[src/rtl/fwd_hazard_unit.sv]
// Forwarding select and load-use stall control for the 5-stage pipeline.
// Shadows destination registers through EX, MEM and WB.
module fwd_hazard_unit #(
  parameter int REG_AW = 5,
  parameter int CNT_W  = 16
) (
  input  logic              clk,
  input  logic              rst,
  input  logic              id_valid,
  input  logic [REG_AW-1:0] id_rs,
  input  logic [REG_AW-1:0] id_rt,
  input  logic              id_uses_rt,
  input  logic [REG_AW-1:0] id_rd,
  input  logic              id_regwrite,
  input  logic              id_memread,
  input  logic              flush,
  output logic [1:0]        fwd_a_sel,
  output logic [1:0]        fwd_b_sel,
  output logic              stall,
  output logic              pc_write,
  output logic              ifid_write,
  output logic [CNT_W-1:0]  stall_cnt
);

  logic [REG_AW-1:0] ex_rs;
  logic [REG_AW-1:0] ex_rt;
  logic [REG_AW-1:0] ex_rd;
  logic              ex_regwrite;
  logic              ex_memread;
  logic [REG_AW-1:0] mem_rd;
  logic              mem_regwrite;
  logic [REG_AW-1:0] wb_rd;
  logic              wb_regwrite;
  logic              bubble;

  logic mem_hit_a;
  logic mem_hit_b;
  logic wb_hit_a;
  logic wb_hit_b;
  logic ex_load;

  assign mem_hit_a = mem_regwrite && (mem_rd != '0) && (mem_rd == ex_rs);
  assign mem_hit_b = mem_regwrite && (mem_rd != '0) && (mem_rd == ex_rt);
  assign wb_hit_a  = wb_regwrite && (wb_rd != '0) && (wb_rd == ex_rs);
  assign wb_hit_b  = wb_regwrite && (wb_rd != '0) && (wb_rd == ex_rt);

  // EX/MEM is the younger producer, so it wins over MEM/WB
  always_comb begin
    fwd_a_sel = 2'b00;
    priority case (1'b1)
      mem_hit_a: fwd_a_sel = 2'b10;
      wb_hit_a:  fwd_a_sel = 2'b01;
      default:   fwd_a_sel = 2'b00;
    endcase
  end

  always_comb begin
    fwd_b_sel = 2'b00;
    priority case (1'b1)
      mem_hit_b: fwd_b_sel = 2'b10;
      wb_hit_b:  fwd_b_sel = 2'b01;
      default:   fwd_b_sel = 2'b00;
    endcase
  end

  assign ex_load = ex_memread && (ex_rd != '0);

  assign stall = id_valid && !flush && ex_load &&
                 ((ex_rd == id_rs) || (id_uses_rt && (ex_rd == id_rt)));

  assign pc_write   = !stall;
  assign ifid_write = !stall;
  assign bubble     = stall || flush || !id_valid;

  always_ff @(posedge clk or posedge rst) begin
    if (rst) begin
      ex_rs        <= '0;
      ex_rt        <= '0;
      ex_rd        <= '0;
      ex_regwrite  <= 1'b0;
      ex_memread   <= 1'b0;
      mem_rd       <= '0;
      mem_regwrite <= 1'b0;
      wb_rd        <= '0;
      wb_regwrite  <= 1'b0;
      stall_cnt    <= '0;
    end else begin
      wb_rd        <= mem_rd;
      wb_regwrite  <= mem_regwrite;
      mem_rd       <= ex_rd;
      mem_regwrite <= ex_regwrite;
      if (bubble) begin
        ex_rs       <= '0;
        ex_rt       <= '0;
        ex_rd       <= '0;
        ex_regwrite <= 1'b0;
        ex_memread  <= 1'b0;
      end else begin
        ex_rs       <= id_rs;
        ex_rt       <= id_rt;
        ex_rd       <= id_rd;
        ex_regwrite <= id_regwrite;
        ex_memread  <= id_memread;
      end
      if (stall && (stall_cnt != '1))
        stall_cnt <= stall_cnt + 1'b1;
    end
  end

endmodule

[config.mk]
export PLATFORM = sky130hd
export DESIGN_NAME = fwd_hazard_unit
export DESIGN_NICKNAME = d
export VERILOG_FILES = /design/src/rtl/fwd_hazard_unit.sv
export SDC_FILE = /design/constraint.sdc
export NUM_CORES = 1
export LEC_CHECK = 0
export ABC_AREA = 1
export BUFFER_PORTS_ARGS = -buffer_cell sky130_fd_sc_hd__buf_2
export CELL_PAD_IN_SITES_DETAIL_PLACEMENT = 1
export CELL_PAD_IN_SITES_GLOBAL_PLACEMENT = 2
export CORE_ASPECT_RATIO = 0.9
export CORE_MARGIN = 4
export CORE_UTILIZATION = 30
export DETAILED_ROUTE_END_ITERATION = 16
export PLACE_DENSITY_LB_ADDON = 0.1
export SLEW_MARGIN = 40
export SYNTH_ARGS = -nofsm -noshare
export SYNTH_HDL_FRONTEND = slang
export SYNTH_SLANG_ARGS = --single-unit
export TNS_END_PERCENT = 50
[constraint.sdc]
create_clock -name clk -period 1.83 [get_ports clk]
set_input_delay 0.366 -clock clk [delete_from_list [all_inputs] [get_ports clk]]
set_output_delay 0.366 -clock clk [all_outputs]
set_load 0.03 [all_outputs]
==> results.tsv <==
stage	metric	value	unit
yosys	Commonest cells post-synth	nand2_1, dfrtp_1, nor2_1	
global_route	first-pass GRT wire length	11120	µm
placed_design	gpl congestion	0.7706	
detailed_routing	TritonRoute pass-1 iters	4	
detailed_routing	via-per-instance ratio	4.613	
finish	Area Growth Syn to Fin	23.73	%
sta	fin crit period	1873	ps
global_route	vias in the first global route	2170	
sta	RSZ-0062 raised after global routing	yes	
setup_path	Worst Setup End Kind	output port	
setup_path	largest stage delay on the critical path	460	ps
run	max cap viols	0	
setup_path	Worst Path Required	1460	ps
sta	Final Hold Fails	0	
detailed_routing	DRC	0	
placed_design	pre-CTS WS	144.0	ps
finish	layout net count	386	
yosys	largest area contributor in the synthesized netlist	dfrtp_1	
floorplanning	I/O pin count	45	
yosys	Post-synth ARST share	1.000	
setup_path	type of the worst setup path	register to output port	
floorplanning	die area	0.009569	mm²
detailed_routing	vias	2122	
yosys	Post-Syn Area	0.002420	mm²
yosys	most common cell in the netlist	nand2_1	
setup_path	CP Max Fanout	4	
status	status	finished, violations left	
floorplanning	Initial Utilization	0.3145	
detailed_routing	remaining antenna violation count	0	
finish	# diodes	0	
clock_tree	clock sinks	45	
yosys	Net Count, Synth	329	
floorplanning	# rows	30	
detailed_routing	WL per Instance	14.73	µm
sta	Slew Viols, Final	0	
global_route	largest net degree at the start of global routing	46	
power_and_ir_drop	Psw	0.0005143	W
setup_path	crit start category	register	
global_route	GRT Residual Overflow	0	
floorplanning	die height	93.20	µm
clock_tree	worst skew pair latency	300	ps
yosys	cell count after synthesis	306	
setup_path	Slowest cell on crit path	dfrtp_2	
yosys	FF+latch count, synth	45	
worst_hold_path	Hold Path Class	primary input to async pin	
clock_tree	Bufs on Longest Clock Path	2	
power_and_ir_drop	Comb power frac	0.100	
finish	fin util	0.3891	
clock_tree	CTS clock-pin slew for the worst setup and hold paths	100	ps
placed_design	placed insts	448	
clock_tree	CTS Buf Count	5	
yosys	Synth top area share	0.4654	
yosys	Synth cell types	22	
yosys	syn avg cell area	7.908	µm²
global_route	initial antenna violation count	0	
yosys	EDFF count, synth	0	
power_and_ir_drop	static leakage power	1.638	nW
sta	final setup vio count	3	
finish	fraction of layout cells with a size suffix above 1	0.2555	
sta	Rel. slew slack	0.6060	
placed_design	HPWL Detailed	4966	µm
placed_design	buffers added on ports	44	
finish	post-route insts no fill	460	
clock_tree	H-tree Lvls	2	
status	violated checks	negative setup slack	
sta	worst-margin pin slew	591.0	ps
setup_path	Cell Chain, Critical Path	xnor2_2 > nand4_1 > nor3_2 > nor2_1 > buf_4	
power_and_ir_drop	VDD IR max	261.7	µV
yosys	Area contributors post-synth	dfrtp_1, nand2_1, nand4_1, nor2_1, xnor2_1	
global_route	total track usage	0.1490	
power_and_ir_drop	sequential share of power	0.557	
power_and_ir_drop	Pint	0.001369	W
yosys	Synth Flop Type	dfrtp_1	
sta	Max Fclk	533.8	MHz
setup_path	worst path buffer plus inverter count	1	
detailed_routing	detailed router's first-iteration violation count	58	
clock_tree	CTS tree	done	
power_and_ir_drop	clock power share	0.343	
power_and_ir_drop	Power Density	629.2	mW/mm²
yosys	Seq/Total Area, Yosys	0.4654	
power_and_ir_drop	Sw Share	0.2730	
sta	fin crit share	1.024	
sta	Worst Slack Setup Final	-43.33	ps
setup_path	Worst path top cell family by delay	flip-flops	
yosys	yosys warns	0	
clock_tree	root buf cell	clkbuf_8	
setup_path	CP arrival	1510	ps
sta	Layout Skew	6.902	ps
floorplanning	core outline area	0.007695	mm²
floorplanning	die width	102.7	µm
detailed_routing	Total Wirelength	6775	µm
-- routing by layer --
metal,part of all wire,wire [µm],GRT usage
met5,0,0,0
met4,0.0037,25,0.02623
met3,0.040,272,0.02834
met2,0.41,2809,0.2140
met1,0.54,3667,0.2320
-- final cells by class --
class	count	area, µm²
multi-input combinational	215	1155
clock inverter	3	22.52
sequential	45	1131
tap	96	120.1
clock buffer	5	68.82
inverter	38	142.6
fill	935	4701
timing repair buffer	58	354.1
-- path summary, 6_finish.rpt --
path / end / slack [ps] / start / depth (start not counted)
worst min-delay path: wb_rd[4]$_DFF_PP0_ / 210 / rst / 3
max in group asynchronous: mem_rd[0]$_DFF_PP0_ / 1190 / rst / 3
worst max-delay path: fwd_a_sel[0] / -40 / mem_rd[0]$_DFF_PP0_ / 5
worst max register to register: stall_cnt[10]$_DFFE_PP0P_ / 170 / stall_cnt[1]$_DFFE_PP0P_ / 7
worst min register to register: mem_regwrite$_DFF_PP0_ / 350 / ex_regwrite$_DFF_PP0_ / 0
min in group clk: ex_rd[0]$_DFF_PP0_ / 270 / id_rd[0] / 3
-- worst reg2reg max path, stage by stage (launching register included) --
cell     delay (ps)
dfrtp_1         370
ha_1            290
nand3_2         180
nor2_4          160
nand4_4         130
buf_4           240
nand4_1         120
nand2_1          60
-- state kept, by name (all words and copies together), names as in the netlist, 5 cells and up --
signal / count
stall_cnt: 16
ex_rd: 5
ex_rs: 5
ex_rt: 5
mem_rd: 5
wb_rd: 5
-- stage by stage --
step                      hold WS [ps]  area (µm²)  TNS (ps)  total power, W
after floorplan                  331.2        2420         0        0.001173
final                            205.9        2994    -88.95        0.001884
after detailed placement         336.2        2780         0        0.001244
after global routing             260.4        2994    -774.5        0.001989
after global placement           334.8        2780         0        0.001239
after CTS                        228.1        2937    -327.9        0.001924
-- cell families after synthesis --
group / synth area share
AOI/OAI and AO/OA: 0.006203
and+or+nand+nor: 0.3402
buffers and inverters: 0.08169
xor gates and xnor gates: 0.1013
DFF: 0.4654
adders and majority gates: 0.005170
-- layout by cell type, fill, tap and decap left out, types with 10 or more instances in the layout --
master and count:
nand3_1 10, buf_2 37, nor2_1 42, dfrtp_1 41, buf_4 18, nand2_1 89, inv_1 33, xor2_1 11
nand4_1 27, xnor2_1 15
-- power by group through the flow --
stage,registers (W),logic [W],clock network (W)
final,0.00105,0.000188,0.000646
after global routing,0.00105,0.000214,0.000721
after CTS,0.00105,0.000186,0.000691
after detailed placement,0.00107,0.000176,0
after global placement,0.00107,0.000173,0
after floorplan,0.00106,0.000109,0
-- timing repair --
item | 4_1_cts | 5_1_grt
pin swaps | 6 | 10
resized for setup | 16 | 14
setup endpoints to repair | 7 | 23
buffers inserted | 3 | 1
hold buffers | 0 | 0
Power figures use the tool's default switching activity.
